**src/rtl/line_fill_buffer.sv**
```systemverilog
// rtl/line_fill_buffer.sv - four-beat line fill into a 128-bit register feeding the word-select mux
// Optional LINE_FILL_CRITICAL_WORD_FIRST_EN: wrap-order fetch from Addr[3:2] plus Crit_Valid pulse.
module line_fill_buffer #(
    parameter int ADDR_W = 32,
    parameter int DATA_W = 32
) (
    input  logic                Clk,
    input  logic                Rst_n,
    input  logic                Start,
    input  logic [ADDR_W-1:0]   Addr,
    output logic                Mem_Req,
    output logic [ADDR_W-1:0]   Mem_Addr,
    input  logic                Mem_Valid,
    input  logic [DATA_W-1:0]   Mem_Data,
    output logic [4*DATA_W-1:0] Line_Out,
    output logic [1:0]          Word_Sel,
    output logic                Line_Valid,
    input  logic                Line_Ack,
    output logic                Busy
`ifdef LINE_FILL_CRITICAL_WORD_FIRST_EN
    ,
    output logic                Crit_Valid
`endif
);

    localparam logic [1:0] IDLE = 2'd0;
    localparam logic [1:0] FILL = 2'd1;
    localparam logic [1:0] FULL = 2'd2;

    logic [1:0]          state;
    logic [ADDR_W-5:0]   base_q;
    logic [1:0]          idx_q;
    logic [1:0]          cnt_q;
    logic [1:0]          word_sel_q;
    logic [4*DATA_W-1:0] line_q;
    logic [1:0]          start_idx;
    logic                unused_addr_lsbs;

    // Byte-lane bits never matter: every beat is a whole word.
    assign unused_addr_lsbs = ^Addr[1:0];

`ifdef LINE_FILL_CRITICAL_WORD_FIRST_EN
    assign start_idx = Addr[3:2];
`else
    assign start_idx = 2'd0;
`endif

    always_ff @(posedge Clk) begin
        if (!Rst_n) begin
            state      <= IDLE;
            base_q     <= '0;
            idx_q      <= 2'd0;
            cnt_q      <= 2'd0;
            word_sel_q <= 2'd0;
            line_q     <= '0;
        end else begin
            case (state)
                IDLE: begin
                    if (Start) begin
                        base_q     <= Addr[ADDR_W-1:4];
                        word_sel_q <= Addr[3:2];
                        idx_q      <= start_idx;
                        cnt_q      <= 2'd0;
                        state      <= FILL;
                    end
                end
                FILL: begin
                    if (Mem_Valid) begin
                        line_q[idx_q*DATA_W +: DATA_W] <= Mem_Data;
                        idx_q <= idx_q + 2'd1;
                        cnt_q <= cnt_q + 2'd1;
                        if (cnt_q == 2'd3) begin
                            state <= FULL;
                        end
                    end
                end
                FULL: begin
                    if (Line_Ack) begin
                        state <= IDLE;
                    end
                end
                default: state <= IDLE;
            endcase
        end
    end

`ifdef LINE_FILL_CRITICAL_WORD_FIRST_EN
    // The critical word lands first, so the mux output is usable one cycle after it.
    always_ff @(posedge Clk) begin
        if (!Rst_n) begin
            Crit_Valid <= 1'b0;
        end else begin
            Crit_Valid <= (state == FILL) && Mem_Valid && (cnt_q == 2'd0);
        end
    end
`endif

    assign Mem_Req    = (state == FILL);
    assign Mem_Addr   = (state == FILL) ? {base_q, idx_q, 2'b00} : '0;
    assign Line_Out   = line_q;
    assign Word_Sel   = word_sel_q;
    assign Line_Valid = (state == FULL);
    assign Busy       = (state != IDLE);

endmodule
```
**config.mk**
```make
export PLATFORM = sky130hd
export DESIGN_NAME = line_fill_buffer
export DESIGN_NICKNAME = d
export VERILOG_FILES = /design/src/rtl/line_fill_buffer.sv
export SDC_FILE = /design/constraint.sdc
export NUM_CORES = 1
export LEC_CHECK = 0
export CAP_MARGIN = 20
export CORE_UTILIZATION = 40
export DETAILED_ROUTE_END_ITERATION = 12
export GPL_TIMING_DRIVEN = 0
export HOLD_SLACK_MARGIN = 0.06
export PLACE_DENSITY_LB_ADDON = 0.08
export SYNTH_ARGS = -nofsm -noshare
export SYNTH_HDL_FRONTEND = slang
export SYNTH_SLANG_ARGS = --single-unit
```
**constraint.sdc**
```tcl
create_clock -name Clk -period 3.2 [get_ports Clk]
set_input_delay 0.32 -clock Clk [delete_from_list [all_inputs] [get_ports Clk]]
set_output_delay 0.32 -clock Clk [all_outputs]
set_load 0.05 [all_outputs]
```
---- Yosys cells after proc, flatten, opt, wreduce, memory -nomap -nowiden ----
Cells that the tools add are included.
storage, ports and cells
  flip-flop bits (word level) ............. 164
  output and inout bits ................... 165
cells by class
  add/sub/neg operators ................... 3
  eq/ne operators ......................... 7
  shift operators ......................... 2
  mux-type cells .......................... 12
  reduce and logical (&&, ||, !) cells .... 7
operator list
  kind                                                     number
  bitwise mux 128 bit                                      1
  variable shift 32 x 34 -> 128 bit, first input constant  1
  variable part select 32 x 34 -> 128 bit                  1
  negation 7 -> 34 bit                                     1
  2-to-1 mux 32 bit                                        1
  2-to-1 mux 2 bit                                         7
  case mux 2 bit (2 select lines)                          2
  inequality test 2 x 1 -> 1 bit, second input constant    3
  case mux 2 bit (3 select lines)                          1
  adder 2 x 1 -> 2 bit, second input constant              2
  == test 2 bit, second input constant                     2
  AND reduction 2 bit                                      2
  AND reduction 4 bit                                      1
  nonzero test 2 bit                                       2
  AND reduction 3 bit                                      1
  == test 2 x 1 -> 1 bit, second input constant            1
  logical NOT 2 bit                                        1
  inequality test 2 bit, second input constant             1

---- Depth between registers and ports, before layout ----
Gate-level depths: netlist of the first run.
  depth in word-level cells ............... 4
  gate-level depth with buffers ........... 7
  gate-level depth less buffers ........... 5

---- Worst setup path before layout of the first run ----
No wires, ideal clock.
  kind .................................... reg2out
  from .................................... register state[0]
  to ...................................... output port Mem_Addr[22]
  arrival ................................. 1.603 ns
  required time ........................... 2.880 ns
  setup slack ............................. 1.277 ns
  cell stages (with the launch flop) ...... 5
  cell sequence ........................... dfxtp_1 -> buf_2 -> nor2b_1 -> buf_2 -> and2_1
on the way
  longest elaborated chain between the ends .. 2
ends and longest elaborated chain
  what                    line  text
  from (decl)             30    logic [1:0] state;
  from (signal assigned)  50    state <= IDLE;
  from (signal assigned)  64    state <= FILL;
  from (signal assigned)  73    state <= FULL;
  == test 2 x 1 -> 1 bit  --
  named net Mem_Req       11    output logic Mem_Req,
  2-to-1 mux 32 bit       99    assign Mem_Addr = (state == FILL) ? {base_q, idx_q, 2'b00} : '0;
  to (decl)               12    output logic [ADDR_W-1:0] Mem_Addr,
The timed path passes the listed nets, and every way through them passes these cells.

---- Worst setup path after layout of the first run ----
  from .................................... register state[0]
  to ...................................... output port Mem_Addr[2]
on the way
  longest elaborated chain between the ends .. 2
ends and longest elaborated chain
  what                    line
  == test 2 x 1 -> 1 bit  99
  2-to-1 mux 32 bit       99
No other way between the ends.

==> results of run 1 <==
-- layout make-up --
class,instances,share of cell area
well taps,216,0.0281
flip-flops and latches,164,0.341
multi-input cells,534,0.302
plain buffers,71,0.0338
inverters,3,0.00117
clock buffers,20,0.0475
clock inverters,12,0.00976
repair buffers,227,0.236
-- worst register-to-register path: stages (launching register included) --
cell,delay (ns)
sky130_fd_sc_hd__dfxtp_1,0.58
sky130_fd_sc_hd__inv_1,0.20
sky130_fd_sc_hd__ha_1,0.46
sky130_fd_sc_hd__nor3b_2,0.60
sky130_fd_sc_hd__buf_2,0.35
sky130_fd_sc_hd__nand3_1,0.10
sky130_fd_sc_hd__a21boi_0,0.18
-- logic make-up after synthesis --
| kind of cell | Yosys count | synth area share |
|---|---|---|
| buffers and inverters | 74 | 0.0516 |
| DFF | 164 | 0.503 |
| adders and majority gates | 6 | 0.0115 |
| and+or+nand+nor | 362 | 0.257 |
| other | 1 | 0.000575 |
| AOI/OAI and AO/OA | 164 | 0.176 |
-- power by group through the flow --
| stage | logic [µW] | clock network, µW | registers [µW] |
|---|---|---|---|
| 2_1_floorplan | 232 | 0 | 2210 |
| 3_3_place_gp | 519 | 0 | 2150 |
| 3_5_place_dp | 518 | 0 | 2150 |
| 4_1_cts | 521 | 1950 | 2100 |
| 5_1_grt | 557 | 2020 | 2110 |
| 6_report | 520 | 1930 | 2100 |
-- registers in the layout, indices dropped and copies added, names as in the netlist --
| register | count |
|---|---|
| idx_q | 2 |
| state | 2 |
| cnt_q | 2 |
| Line_Out | 128 |
| base_q | 28 |
| Word_Sel | 2 |
-- path summary, 6_finish.rpt --
kind | cells after the start | slack (ns) | startpoint | endpoint
setup / recovery | 5 | 0.18 | state[0] | Mem_Addr[2]
hold / removal | 3 | 0.26 | Mem_Valid | state[1]
setup reg to reg | 6 | 0.65 | idx_q[0] | Line_Out[28]
hold reg to reg | 2 | 0.45 | base_q[0] | base_q[0]
-- cells in the final DEF, fill, tap and decap left out, types with 5 or more instances in the layout --
cell and n:
sky130_fd_sc_hd__nand3_1 96, sky130_fd_sc_hd__nand2_1 213, sky130_fd_sc_hd__o21ai_0 16, sky130_fd_sc_hd__and2_1 30, sky130_fd_sc_hd__buf_2 25, sky130_fd_sc_hd__o22ai_1 36
sky130_fd_sc_hd__clkbuf_16 17, sky130_fd_sc_hd__clkdlybuf4s50_1 227, sky130_fd_sc_hd__ha_1 6, sky130_fd_sc_hd__inv_6 5, sky130_fd_sc_hd__clkbuf_1 38, sky130_fd_sc_hd__a21boi_0 53
sky130_fd_sc_hd__buf_4 7, sky130_fd_sc_hd__a21boi_1 57, sky130_fd_sc_hd__dfxtp_1 164
-- stage by stage --
stage	area [µm²]	power (µW)	setup slack [ns]	hold slack, ns
global route	9620	4690	0.00442	0.301
global placement	9070	2670	0.604	0.436
CTS	9620	4570	0.148	0.258
finish	9620	4550	0.183	0.265
detailed placement	9070	2670	0.598	0.441
floorplan	6530	2440	1.28	0.430
-- metal layers --
layer / track usage / vias up / wire [µm]
met5: 0 / - / 0
met4: 0.0978 / 0 / 483
met3: 0.0574 / 37 / 1420
met2: 0.385 / 210 / 9200
met1: 0.318 / 2928 / 9230
li1: - / 3092 / -
==> flow_results.xml, run 1 <==
<?xml version="1.0" encoding="UTF-8"?>
<metrics>
  <group name="hold_path">
    <metric name="worstHoldPathType" unit="">input port to flip-flop</metric>
  </group>
  <group name="pwr">
    <metric name="ir_worst_vdd" unit="mV">0.375</metric>
    <metric name="seq_power_share" unit="">0.462</metric>
    <metric name="power.static_leakage" unit="µW">0.00342</metric>
    <metric name="power_density" unit="nW/µm²">473</metric>
    <metric name="power.combinational.fraction" unit="">0.114</metric>
    <metric name="power.switching" unit="µW">1220</metric>
    <metric name="p_int" unit="µW">3330</metric>
    <metric name="swShare" unit="">0.269</metric>
    <metric name="pwr-share-clk" unit="">0.424</metric>
  </group>
  <group name="global_route">
    <metric name="first_global_vias" unit="">5706</metric>
    <metric name="grt_start_max_net_pins" unit="">17</metric>
    <metric name="first_pass_grt_wire_length" unit="µm">30900</metric>
    <metric name="initial_antenna_violation_count" unit="">0</metric>
    <metric name="grt_util_all_layers" unit="">0.243</metric>
    <metric name="gr-total-overflow" unit="">0</metric>
  </group>
  <group name="synth">
    <metric name="synth_cell_type_count" unit="">32</metric>
    <metric name="syn-instance-count" unit="">771</metric>
    <metric name="post_synthesis_sequential_element_count" unit="">164</metric>
    <metric name="largest_cells_by_area_after_synthesis" unit="">sky130_fd_sc_hd__dfxtp_1, sky130_fd_sc_hd__nand2_1, sky130_fd_sc_hd__nand3_1</metric>
    <metric name="cell_taking_the_most_area_after_synthesis" unit="">sky130_fd_sc_hd__dfxtp_1</metric>
    <metric name="postSynthAreaPerCell" unit="µm²">8.46</metric>
    <metric name="ys_async_sr_fraction" unit="">0</metric>
    <metric name="number_of_flops_mapped_to_enable_cells_by_yosys" unit="">0</metric>
    <metric name="syn_area" unit="µm²">6520</metric>
    <metric name="synth_largest_type_area_fraction" unit="">0.503</metric>
    <metric name="portion_of_the_post_synthesis_area_used_by_sequential_elements" unit="">0.503</metric>
    <metric name="ys.flop_type" unit="">sky130_fd_sc_hd__dfxtp_1</metric>
    <metric name="ys.warnings.count" unit="">0</metric>
    <metric name="top_cells_by_instance_count_after_synthesis" unit="">sky130_fd_sc_hd__nand2_1, sky130_fd_sc_hd__dfxtp_1, sky130_fd_sc_hd__nand3_1, sky130_fd_sc_hd__a21boi_1, sky130_fd_sc_hd__a21boi_0</metric>
    <metric name="post-synth-top-count-cell" unit="">sky130_fd_sc_hd__nand2_1</metric>
  </group>
  <group name="drt">
    <metric name="post_drt_via_cell_ratio" unit="">5.03</metric>
    <metric name="drt_wl_total" unit="µm">20300</metric>
    <metric name="drt_iter0_markers" unit="">389</metric>
    <metric name="num_vias" unit="">6267</metric>
    <metric name="drt_first_pass_iters" unit="">4</metric>
    <metric name="drc" unit="">0</metric>
    <metric name="drt.antenna.violating_nets" unit="">0</metric>
    <metric name="avgRoutedWirePerCell" unit="µm">16.3</metric>
  </group>
  <group name="cells_and_area">
    <metric name="multi_input_comb_area" unit="µm²">2910</metric>
    <metric name="stdcell_count" unit="">1247</metric>
    <metric name="share_of_cells_above_drive_strength_1" unit="">0.0689</metric>
    <metric name="fin_util" unit="">0.605</metric>
    <metric name="ff_latch_area" unit="µm²">3280</metric>
    <metric name="finalNetCount" unit="">1093</metric>
    <metric name="layout-area-overhead-vs-synth" unit="%">47.5</metric>
    <metric name="antenna-diode-count" unit="">0</metric>
    <metric name="fill_cells" unit="">1461</metric>
  </group>
  <group name="timing">
    <metric name="min_period_over_period" unit="">0.943</metric>
    <metric name="report.final.setup_viol" unit="">0</metric>
    <metric name="grt_setup_unrepaired" unit="">false</metric>
    <metric name="clock_skew" unit="ns">0.00941</metric>
    <metric name="totalNegativeSetupSlack" unit="ns">0</metric>
    <metric name="tightest_slew" unit="ns">0.669</metric>
    <metric name="timing.slew.headroom" unit="">0.552</metric>
    <metric name="fmax" unit="MHz">331</metric>
    <metric name="period_needed" unit="ns">3.02</metric>
    <metric name="finalHoldViolations" unit="">0</metric>
    <metric name="max_slew_violation_count" unit="">0</metric>
  </group>
  <group name="clock_tree">
    <metric name="clock_tree.buffer_depth" unit="">2</metric>
    <metric name="clock_tree.root_cell" unit="">sky130_fd_sc_hd__clkbuf_16</metric>
    <metric name="ctsHtreeMaxLevel" unit="">4</metric>
    <metric name="cts_hold_buf" unit="">0</metric>
    <metric name="cts_setup_buffers" unit="">0</metric>
    <metric name="clk-insertion-delay-late" unit="ns">0.43</metric>
    <metric name="cts.sink_count" unit="">164</metric>
    <metric name="clk_pin_slew_worst_paths" unit="ns">0.06</metric>
    <metric name="cts_buffers" unit="">17</metric>
    <metric name="post_cts_resize_count" unit="">0</metric>
    <metric name="cts_tree" unit="">built</metric>
  </group>
  <group name="setup_path">
    <metric name="critical_path.top_delay_family" unit="">buffers and inverters</metric>
    <metric name="timing.critical_path.required" unit="ns">2.88</metric>
    <metric name="worstPathMaxFanout" unit="">10</metric>
    <metric name="worst_setup_path_end_kind" unit="">primary output</metric>
    <metric name="timing.critical_path.cells" unit="">buf_2 -&gt; nor2b_1 -&gt; clkbuf_1 -&gt; and2_1 -&gt; clkdlybuf4s50_1</metric>
    <metric name="cpPeakStageDelay" unit="ns">0.83</metric>
    <metric name="crit_path_start_kind" unit="">flip-flop</metric>
    <metric name="worst_ep_arrival_time" unit="ns">2.70</metric>
    <metric name="path_class" unit="">flip-flop to primary output</metric>
    <metric name="slowest_stage" unit="">sky130_fd_sc_hd__clkdlybuf4s50_1</metric>
    <metric name="timing.critical_path.buf_inv" unit="">3</metric>
  </group>
  <group name="place">
    <metric name="placement.io_buffers" unit="">227</metric>
    <metric name="gp_routability_congestion" unit="">0.787</metric>
    <metric name="hpwl" unit="µm">15100</metric>
    <metric name="numPlacedInstances" unit="">1215</metric>
  </group>
  <group name="die">
    <metric name="die_h" unit="µm">130</metric>
    <metric name="design.die.area" unit="µm²">16800</metric>
    <metric name="core_area" unit="µm²">15900</metric>
    <metric name="floorplan.initialDensity" unit="">0.411</metric>
    <metric name="std_cell_rows" unit="">46</metric>
    <metric name="die-width" unit="µm">130</metric>
    <metric name="boundaryPins" unit="">234</metric>
  </group>
  <group name="flow_run">
    <metric name="maxCapViolCount" unit="">0</metric>
  </group>
  <group name="outcome">
    <metric name="run_status" unit="">completed</metric>
  </group>
</metrics>
(Power assumes the default switching activity.)
==> run 2, diff against run 1 <==
--- a/config.mk
+++ b/config.mk
@@ -5,11 +5,12 @@
 export SDC_FILE = /design/constraint.sdc
 export NUM_CORES = 1
 export LEC_CHECK = 0
+export ABC_CLOCK_PERIOD_IN_PS = 3200
 export CAP_MARGIN = 20
 export CORE_UTILIZATION = 40
 export DETAILED_ROUTE_END_ITERATION = 12
 export GPL_TIMING_DRIVEN = 0
-export HOLD_SLACK_MARGIN = 0.06
+export HOLD_SLACK_MARGIN = 0.08
 export PLACE_DENSITY_LB_ADDON = 0.08
 export SYNTH_ARGS = -nofsm -noshare
 export SYNTH_HDL_FRONTEND = slang
==> results of run 2 <==
No change in the layout: final DEF, timing and power equal those of run 1.
